## src/rtl/seq_divider_pkg.sv

```systemverilog
// rtl/seq_divider_pkg.sv - shared state encoding and width/saturation helpers for seq_divider
`timescale 1ns/1ps
package seq_divider_pkg;

  // Divider control states
  typedef enum logic [1:0] {
    ST_IDLE = 2'd0,
    ST_CALC = 2'd1,
    ST_FIX  = 2'd2,
    ST_DONE = 2'd3
  } state_t;

  // Largest positive value of a bw-bit signed number
  function automatic int sat_max(input int bw);
    return (1 << (bw - 1)) - 1;
  endfunction

  // Most negative value of a bw-bit signed number
  function automatic int sat_min(input int bw);
    return -(1 << (bw - 1));
  endfunction

  // Iteration counter width: one quotient bit per dividend bit
  function automatic int cnt_width(input int bw);
    return $clog2(2 * bw);
  endfunction

endpackage

```

## src/rtl/seq_divider_abs_value.sv

```systemverilog
// rtl/seq_divider_abs_value.sv - two's-complement value to unsigned magnitude plus sign
`timescale 1ns/1ps
module abs_value #(
  parameter int W = 8
) (
  input  logic [W-1:0] value,
  output logic [W-1:0] magnitude,
  output logic         negative
);

  // The most negative input maps to 2^(W-1), which still fits W unsigned bits
  always_comb begin
    negative  = value[W-1];
    magnitude = negative ? (~value + {{(W-1){1'b0}}, 1'b1}) : value;
  end

endmodule

```

## src/rtl/seq_divider.sv

```systemverilog
// rtl/seq_divider.sv - iterative signed restoring divider, 2*BW dividend by BW divisor
`timescale 1ns/1ps
module seq_divider
  import seq_divider_pkg::*;
#(
  parameter int BIT_WIDTH = 8
) (
  input  logic                     clk,
  input  logic                     rst_n,
  input  logic                     in_valid,
  output logic                     in_ready,
  input  logic [2*BIT_WIDTH-1:0]   dividend,
  input  logic [BIT_WIDTH-1:0]     divisor,
  output logic                     out_valid,
  input  logic                     out_ready,
  output logic [BIT_WIDTH-1:0]     quotient,
  output logic [BIT_WIDTH-1:0]     remainder,
  output logic                     overflow,
  output logic                     div_by_zero
);

  localparam int BW = BIT_WIDTH;
  localparam int DW = 2 * BIT_WIDTH;
  localparam int CW = cnt_width(BIT_WIDTH);

  localparam logic [BW-1:0] SAT_MAX = BW'(sat_max(BW));
  localparam logic [BW-1:0] SAT_MIN = BW'(sat_min(BW));
  localparam logic [CW-1:0] LAST    = CW'(DW - 1);

  // Quotient magnitude limits, widened to the dividend width for comparison
  localparam logic [DW-1:0] POS_LIM = {{(DW-BW){1'b0}}, SAT_MAX};
  localparam logic [DW-1:0] NEG_LIM = POS_LIM + {{(DW-1){1'b0}}, 1'b1};

  state_t state;
  state_t state_nxt;

  logic [CW-1:0] count;
  logic [BW-1:0] rem_q;      // partial remainder, always < |divisor|
  logic [DW-1:0] dvd_q;      // dividend magnitude shifting out, quotient shifting in
  logic [BW-1:0] dvs_q;      // divisor magnitude
  logic          neg_q;      // quotient sign
  logic          dvd_neg_q;  // remainder sign (follows dividend)

  logic [DW-1:0] dvd_mag;
  logic          dvd_neg;
  logic [BW-1:0] dvs_mag;
  logic          dvs_neg;

  logic accept;
  logic dvs_zero;
  logic dvd_zero;

  logic [BW:0]   rem_shift;
  logic          q_bit;
  logic [BW-1:0] rem_nxt;

  logic [BW-1:0] fix_q;
  logic [BW-1:0] fix_r;
  logic          fix_ov;

  abs_value #(.W(DW)) u_abs_dividend (
    .value     (dividend),
    .magnitude (dvd_mag),
    .negative  (dvd_neg)
  );

  abs_value #(.W(BW)) u_abs_divisor (
    .value     (divisor),
    .magnitude (dvs_mag),
    .negative  (dvs_neg)
  );

  assign accept   = in_valid && in_ready;
  assign dvs_zero = (divisor == '0);
  assign dvd_zero = (dividend == '0);

  // State register
  always_ff @(posedge clk or negedge rst_n) begin
    if (!rst_n) begin
      state <= ST_IDLE;
    end else begin
      state <= state_nxt;
    end
  end

  // Next-state: zero operands skip the iteration and go straight to DONE
  always_comb begin
    state_nxt = state;
    case (state)
      ST_IDLE: if (accept) state_nxt = (dvs_zero || dvd_zero) ? ST_DONE : ST_CALC;
      ST_CALC: if (count == LAST) state_nxt = ST_FIX;
      ST_FIX:  state_nxt = ST_DONE;
      ST_DONE: if (out_ready) state_nxt = ST_IDLE;
      default: state_nxt = ST_IDLE;
    endcase
  end

  // Handshake outputs decoded from state
  always_comb begin
    in_ready  = 1'b0;
    out_valid = 1'b0;
    case (state)
      ST_IDLE: in_ready  = 1'b1;
      ST_DONE: out_valid = 1'b1;
      default: ;
    endcase
  end

  // One restoring step: the shifted remainder needs BW+1 bits before the compare
  always_comb begin
    rem_shift = {rem_q, dvd_q[DW-1]};
    q_bit     = (rem_shift >= {1'b0, dvs_q});
    rem_nxt   = q_bit ? BW'(rem_shift - {1'b0, dvs_q}) : rem_shift[BW-1:0];
  end

  // Sign restoration and saturation; a negative result may reach one step further
  always_comb begin
    fix_ov = 1'b0;
    fix_q  = dvd_q[BW-1:0];
    if (!neg_q) begin
      fix_ov = (dvd_q > POS_LIM);
      fix_q  = fix_ov ? SAT_MAX : dvd_q[BW-1:0];
    end else begin
      fix_ov = (dvd_q > NEG_LIM);
      fix_q  = fix_ov ? SAT_MIN : (~dvd_q[BW-1:0] + {{(BW-1){1'b0}}, 1'b1});
    end
    fix_r = dvd_neg_q ? (~rem_q + {{(BW-1){1'b0}}, 1'b1}) : rem_q;
  end

  // Datapath and result registers
  always_ff @(posedge clk or negedge rst_n) begin
    if (!rst_n) begin
      count       <= '0;
      rem_q       <= '0;
      dvd_q       <= '0;
      dvs_q       <= '0;
      neg_q       <= 1'b0;
      dvd_neg_q   <= 1'b0;
      quotient    <= '0;
      remainder   <= '0;
      overflow    <= 1'b0;
      div_by_zero <= 1'b0;
    end else begin
      case (state)
        ST_IDLE: begin
          if (accept) begin
            count     <= '0;
            rem_q     <= '0;
            dvd_q     <= dvd_mag;
            dvs_q     <= dvs_mag;
            neg_q     <= dvd_neg ^ dvs_neg;
            dvd_neg_q <= dvd_neg;
            remainder <= '0;
            overflow  <= 1'b0;
            if (dvs_zero) begin
              div_by_zero <= 1'b1;
              quotient    <= dvd_neg ? SAT_MIN : SAT_MAX;
            end else begin
              div_by_zero <= 1'b0;
              quotient    <= '0;
            end
          end
        end
        ST_CALC: begin
          rem_q <= rem_nxt;
          dvd_q <= {dvd_q[DW-2:0], q_bit};
          count <= count + CW'(1);
        end
        ST_FIX: begin
          quotient    <= fix_q;
          remainder   <= fix_r;
          overflow    <= fix_ov;
          div_by_zero <= 1'b0;
        end
        ST_DONE: begin
          if (out_ready) begin
            quotient    <= '0;
            remainder   <= '0;
            overflow    <= 1'b0;
            div_by_zero <= 1'b0;
          end
        end
        default: ;
      endcase
    end
  end

endmodule

```

## config.mk

```make
export PLATFORM = sky130hd
export DESIGN_NAME = seq_divider
export DESIGN_NICKNAME = d
export VERILOG_FILES = /design/src/rtl/seq_divider_pkg.sv /design/src/rtl/seq_divider_abs_value.sv /design/src/rtl/seq_divider.sv
export SDC_FILE = /design/constraint.sdc
export NUM_CORES = 1
export LEC_CHECK = 0
export BUFFER_PORTS_ARGS = -buffer_cell sky130_fd_sc_hd__clkbuf_2
export CAP_MARGIN = 20
export CORE_MARGIN = 4
export CORE_UTILIZATION = 25
export CTS_CLUSTER_SIZE = 28
export DETAILED_ROUTE_END_ITERATION = 10
export GPL_TIMING_DRIVEN = 0
export PLACE_DENSITY = 0.4
export REMOVE_ABC_BUFFERS = 1
export SETUP_SLACK_MARGIN = 0.1
export SLEW_MARGIN = 10
export SYNTH_ARGS = -nofsm -noshare
export SYNTH_HDL_FRONTEND = slang
export SYNTH_SLANG_ARGS = --single-unit
```

## constraint.sdc

```tcl
create_clock -name clk -period 5.1 [get_ports clk]
set_input_delay 1.02 -clock clk [delete_from_list [all_inputs] [get_ports clk]]
set_output_delay 1.02 -clock clk [all_outputs]
set_load 0.005 [all_outputs]
```

==> flow_metrics.env, run 1 <==
export IMPL_min_from="remainder[1]"
export IMPL_clk_pin_slew_ns=0.05
export IMPL_total_leakage_power_nw=2.03
export IMPL_placedInstanceArea_sq_um=4150
export IMPL_synth_edf_count=0
export IMPL_port_buffer_count=47
export IMPL_wl_per_cell_um=14.4
export IMPL_maxCapViolations=0
export IMPL_whs_path_depth=2
export IMPL_rsz0062_at_grt="false"
export IMPL_start_util=0.255
export IMPL_antenna_found_initial=0
export IMPL_tightest_slew_ns=1.02
export IMPL_yosysWarningCount=0
export IMPL_setup_viol=0
export IMPL_synth_most_common_cell="nand2_1"
export IMPL_netlist_instances=438
export IMPL_timing_rr_end="dvd_q[0]"
export IMPL_cts_buffers=9
export IMPL_synth_top_family_by_area="compound AO/OA/AOI/OAI gates"
export IMPL_placementRows=44
export IMPL_synth_xor_area_share=0.0705
export IMPL_finalHoldViolCount=0
export IMPL_synthSimpleGateAreaFrac=0.177
export IMPL_cts_setup_buffers=0
export IMPL_first_pass_iters=4
export IMPL_grt_pass1_wl_mm=16.6
export IMPL_final_cell_area_sq_um=4420
export IMPL_endpoint_kind="flop"
export IMPL_synthFlopType="dfrtp_1"
export IMPL_worst_path_max_fanout=26
export IMPL_drc=0
export IMPL_syn_to_final_growth_pct=18.5
export IMPL_worst_slack_ns=1.82
export IMPL_clock_sinks=58
export IMPL_route_antenna_remaining_nets=0
export IMPL_peakVddDrop_mv=0.187
export IMPL_relSlewSlack=0.322
export IMPL_synth_fa_ha_area_frac=0.0624
export IMPL_synth_avg_cell_area_sq_um=8.51
export IMPL_drv_slew=0
export IMPL_min_period_over_period=0.644
export IMPL_dp_slack_ns=1.65
export IMPL_die_width_um=130
export IMPL_hold_class="reg -> reg"
export IMPL_cts_tree="built"
export IMPL_ioPinCount=48
export IMPL_clk_latency_ns=0.32
export IMPL_detailed_place_hpwl_mm=7.26
export IMPL_timing_fmax_mhz=305
export IMPL_fin_crit_ns=3.28
export IMPL_clock_path_buffers=2
export IMPL_gp_congestion=0.825
export IMPL_yosysTopAreaCell="dfrtp_1"
export IMPL_antenna_cells=0
export IMPL_drt_first_iter_violations=183
export IMPL_start_kind="flop"
export IMPL_die_h_um=130
export IMPL_ys_types=57
export IMPL_ctsHoldBuffers=0
export IMPL_drive_gt1_frac=0.148
export IMPL_synth_compound_area_frac=0.206
export IMPL_synth_area_sq_um=3730
export IMPL_ys_seq_elements=58
export IMPL_r2r_cells=7
export IMPL_track_usage=0.123
export IMPL_cts_htree_levels=3
export IMPL_outcome="completed"
export IMPL_muxShareOfSynthArea=0.0436
export IMPL_overflow=0
export IMPL_fin_skew_ns=0.00668
export IMPL_synth_common_cells="nand2_1, dfrtp_1, o21ai_0, nor2_1, inv_1"
export IMPL_critical_path_required_ns=5.34
export IMPL_hold_path_end="remainder[1]"
export IMPL_ctsResizeCount=0
export IMPL_avgViaCountPerCell=4.73
export IMPL_wirelength_mm=9.58
export IMPL_synth_async_sr_flop_share=1.00
export IMPL_crit_arrival_ns=3.52
export IMPL_worstSetupPathType="reg -> reg"
export IMPL_power_density_nw_per_um2=620
export IMPL_synth_top_cell_area_share=0.389
export IMPL_reg2reg_from="state[1]"
export IMPL_core_area_sq_um=14600
export IMPL_synthTopCellsByArea="dfrtp_1, o21ai_0, nand2_1"
export IMPL_grt_pass1_vias=3185
export IMPL_fin_nets=521
export IMPL_grt_max_degree=42
export IMPL_num_vias=3143
export IMPL_die_area_sq_um=16900
export IMPL_r2r_slack_ns=1.82
export IMPL_cts_root_buf="clkbuf_16"
export IMPL_setup_tns_final_ns=0
export IMPL_yosysSeqAreaShare=0.389
## area by class of cell
| class | count | area, sq um |
|---|---|---|
| fill | 1556 | 10200 |
| multi-input combinational | 331 | 2100 |
| sequential | 58 | 1450 |
| timing repair buffer | 49 | 273 |
| clock buffer | 13 | 250 |
| tap | 184 | 230 |
| inverter | 26 | 97.6 |
| clock inverter | 3 | 15.0 |
## layout by cell type (no fill, tap or decap), types with 9 or more instances in the layout
master      n
a21oi_1    22
clkbuf_16   9
clkbuf_2   46
dfrtp_1    58
ha_1       17
inv_1      26
mux2i_1    14
nand2_1    63
nand3_1     9
nor2_1     31
o21ai_0    49
o21ai_1     9
o31ai_1     9
xnor2_1    14
xor2_1     16
## report_power, final
part | internal, mW | switching [mW] | total [mW]
Clock | 0.339 | 0.207 | 0.546
Sequential | 0.657 | 0.189 | 0.846
Combinational | 0.553 | 0.792 | 1.35
## cell families (layout without fill, tap and decap cells)
kind of cell | after synthesis | count (layout)
compound gates | 126 | 126
flops | 58 | 58
buf+inv | 49 | 91
simple gates | 141 | 141
fa+ha+maj | 18 | 18
mux | 16 | 16
xor+xnor | 30 | 30
## how the worst max path moves through the flow
stage	from	to	slack [ns]	depth (start not counted)
floorplan	state[1]	dvd_q[13]	2.55	5
detailed placement	state[1]	dvd_q[0]	1.65	7
global placement	state[1]	dvd_q[13]	1.63	5
global route	state[1]	dvd_q[0]	1.44	7
CTS	state[1]	dvd_q[0]	1.65	7
finish	state[1]	dvd_q[0]	1.82	7
## worst max-delay path, stage by stage, from the launching register on
cell and delay, ns:
dfrtp_1 0.40, inv_1 0.12, ha_1 0.84, inv_1 0.55, o21ai_0 0.81, o21ai_0 0.20, a21o_1 0.20, o21ai_0 0.06
## layer usage
layer | wire length [um] | share of wire | track usage | vias to the layer above
met4 | 184 | 0.019 | 0.0495 | 0
li1 | - | - | - | 1614
met5 | 0 | 0 | 0 | -
met3 | 391 | 0.041 | 0.0168 | 12
met2 | 4290 | 0.45 | 0.188 | 62
met1 | 4710 | 0.49 | 0.175 | 1455
## sequential cells by signal, summed over array words and instances (netlist names)
name	count
dvs_q	8
div_by_zero	1
quotient	8
overflow	1
dvd_q	16
dvd_neg_q	1
state	2
neg_q	1
count	4
remainder	8
rem_q	8
## per-stage QoR
| step | power [mW] | hold WS (ns) | util | cells |
|---|---|---|---|---|
| after global routing | 3.03 | 0.504 | 0.303 | 664 |
| final | 2.74 | 0.460 | 0.303 | 664 |
| after floorplan | 1.79 | 0.450 | - | 415 |
| after detailed placement | 2.23 | 0.459 | 0.285 | 648 |
| after CTS | 2.79 | 0.471 | 0.303 | 664 |
| after global placement | 2.19 | 0.465 | 0.281 | 646 |
Power figures use the tool's default switching activity.
==> run 2, diff against run 1 <==
- PLACE_DENSITY: 0.4 -> 0.41
- clock period: 5.1 -> 3 ns (I/O delays scaled with it)
==> run 2 against run 1 <==
- setup slack lost 1.4 ns
- critical path depth is the same
- total power grew 76%
- sequential share of layout area shrank 0.44 points
- clock power grew 98%
- register-to-register slack lost 1.4 ns
- global-route usage shrank 0.14 points
- die area is the same
- largest cell class unchanged
- first-iteration DRC count shrank 33%
- hold slack lost 0.28 ns
- critical path type unchanged
==> flow_metrics.env, run 2 (synthesized netlist as in run 1, its figures left out) <==
export IMPL_outcome="completed"
export IMPL_placedInstanceArea_sq_um=4150
export IMPL_endpoint_kind="flop"
export IMPL_start_util=0.255
export IMPL_fin_skew_ns=0.00591
export IMPL_peakVddDrop_mv=0.327
export IMPL_cts_setup_buffers=0
export IMPL_route_antenna_remaining_nets=0
export IMPL_grt_pass1_wl_mm=16.4
export IMPL_final_cells=664
export IMPL_timing_critical_path_max_delay_family="compound AO/OA/AOI/OAI gates"
export IMPL_pwr_share_clk=0.225
export IMPL_finalHoldViolCount=0
export IMPL_clock_sinks=58
export IMPL_grt_pass1_vias=3213
export IMPL_drive_gt1_frac=0.156
export IMPL_path_buf_inv=2
export IMPL_p_sw_mw=2.02
export IMPL_setup_viol=0
export IMPL_drc=0
export IMPL_layout_common_cells="nand2_1, dfrtp_1, o21ai_0"
export IMPL_drv_slew=0
export IMPL_power_internal_mw=2.80
export IMPL_place_inst=648
export IMPL_crit_path_top_delay_cell="o21ai_1"
export IMPL_seq_power_share=0.297
export IMPL_worst_path_max_fanout=26
export IMPL_avgViaCountPerCell=4.73
export IMPL_tightest_slew_ns=0.869
export IMPL_fin_crit_ns=2.58
export IMPL_clk_pin_slew_ns=0.05
export IMPL_gp_congestion=0.863
export IMPL_cpPeakStageDelay_ns=0.58
export IMPL_syn_to_final_growth_pct=20.1
export IMPL_min_period_over_period=0.859
export IMPL_largest_register="dvd_q"
export IMPL_antenna_found_initial=0
export IMPL_cts_htree_levels=3
export IMPL_wirelength_mm=9.50
export IMPL_fin_nets=521
export IMPL_largest_reg_flops=16
export IMPL_track_usage=0.121
export IMPL_relSlewSlack=0.419
export IMPL_rsz0062_at_grt="false"
export IMPL_port_buffer_count=47
export IMPL_first_pass_iters=4
export IMPL_clock_path_buffers=2
export IMPL_start_kind="flop"
export IMPL_crit_arrival_ns=2.82
export IMPL_overflow=0
export IMPL_hold_ws_ns=0.180
export IMPL_drt_first_iter_violations=122
export IMPL_detailed_place_hpwl_mm=7.17
export IMPL_power_mw=4.82
export IMPL_critical_path_required_ns=3.24
export IMPL_pwr_share_comb=0.478
export IMPL_final_cell_area_sq_um=4480
export IMPL_hold_class="in -> async"
export IMPL_cts_root_buf="clkbuf_16"
export IMPL_antenna_cells=0
export IMPL_cts_tree="built"
export IMPL_wl_per_cell_um=14.3
export IMPL_layout_commonest_cell="nand2_1"
export IMPL_die_h_um=130
export IMPL_num_vias=3140
export IMPL_timing_fmax_mhz=388
export IMPL_power_density_nw_per_um2=1080
export IMPL_die_area_sq_um=16900
export IMPL_worstSetupPathType="reg -> reg"
export IMPL_grt_max_degree=41
export IMPL_cts_buffers=9
export IMPL_clk_latency_ns=0.33
export IMPL_die_width_um=130
export IMPL_maxCapViolations=0
export IMPL_switching_share=0.420
export IMPL_placementRows=44
export IMPL_ioPinCount=48
export IMPL_total_leakage_power_nw=2.05
export IMPL_core_area_sq_um=14600
export IMPL_cp_cell_sequence="inv_1, ha_2, inv_1, o21ai_1, o21ai_0, a21o_1, o21ai_0"
-- run 2: area by class of cell --
cell class | instances | area, sq um
multi-input combinational | 331 | 2110
fill | 1549 | 10100
sequential | 58 | 1450
clock inverter | 1 | 30.0
clock buffer | 15 | 288
timing repair buffer | 49 | 273
inverter | 26 | 97.6
tap | 184 | 230
-- run 2: path summary, 6_finish.rpt --
kind / from / endpoint / slack (ns) / cells past startpoint
setup / recovery: state[1] / dvd_q[0] / 0.42 / 7
hold / removal: rst_n / quotient[5] / 0.18 / 1
setup reg to reg: state[1] / dvd_q[0] / 0.42 / 7
hold reg to reg: remainder[2] / remainder[2] / 0.47 / 2
max in group asynchronous: rst_n / dvs_q[6] / 2.32 / 2
min in group clk: remainder[2] / remainder[2] / 0.47 / 2
-- run 2: what timing repair did --
item                                    4_1_cts  5_1_grt
hold buffers                                  0        0
gates resized for setup                       2        2
endpoints found under the setup margin        9       10
-- run 2: metal layers --
metal  GRT usage  up-vias  share of wire
met5           0        -              0
met4      0.0422        0          0.014
met3      0.0270       11          0.045
met2       0.180       52           0.43
met1       0.174     1459           0.51
li1            -     1618              -
-- run 2: through the flow --
step	worst slack, ns	setup TNS, ns	utilization
2_1_floorplan	0.449	0	-
3_3_place_gp	-0.475	-7.48	0.281
3_5_place_dp	-0.290	-0.601	0.285
4_1_cts	0.136	0	0.307
5_1_grt	0.124	0	0.307
6_report	0.423	0	0.307
-- run 2: power groups by stage --
stage / clock network (mW) / logic (mW) / registers (mW)
after floorplan: 0 / 1.68 / 1.37
after global placement: 0 / 2.26 / 1.45
after detailed placement: 0 / 2.33 / 1.45
after CTS: 1.12 / 2.34 / 1.44
after global routing: 1.15 / 2.66 / 1.50
final: 1.08 / 2.31 / 1.43
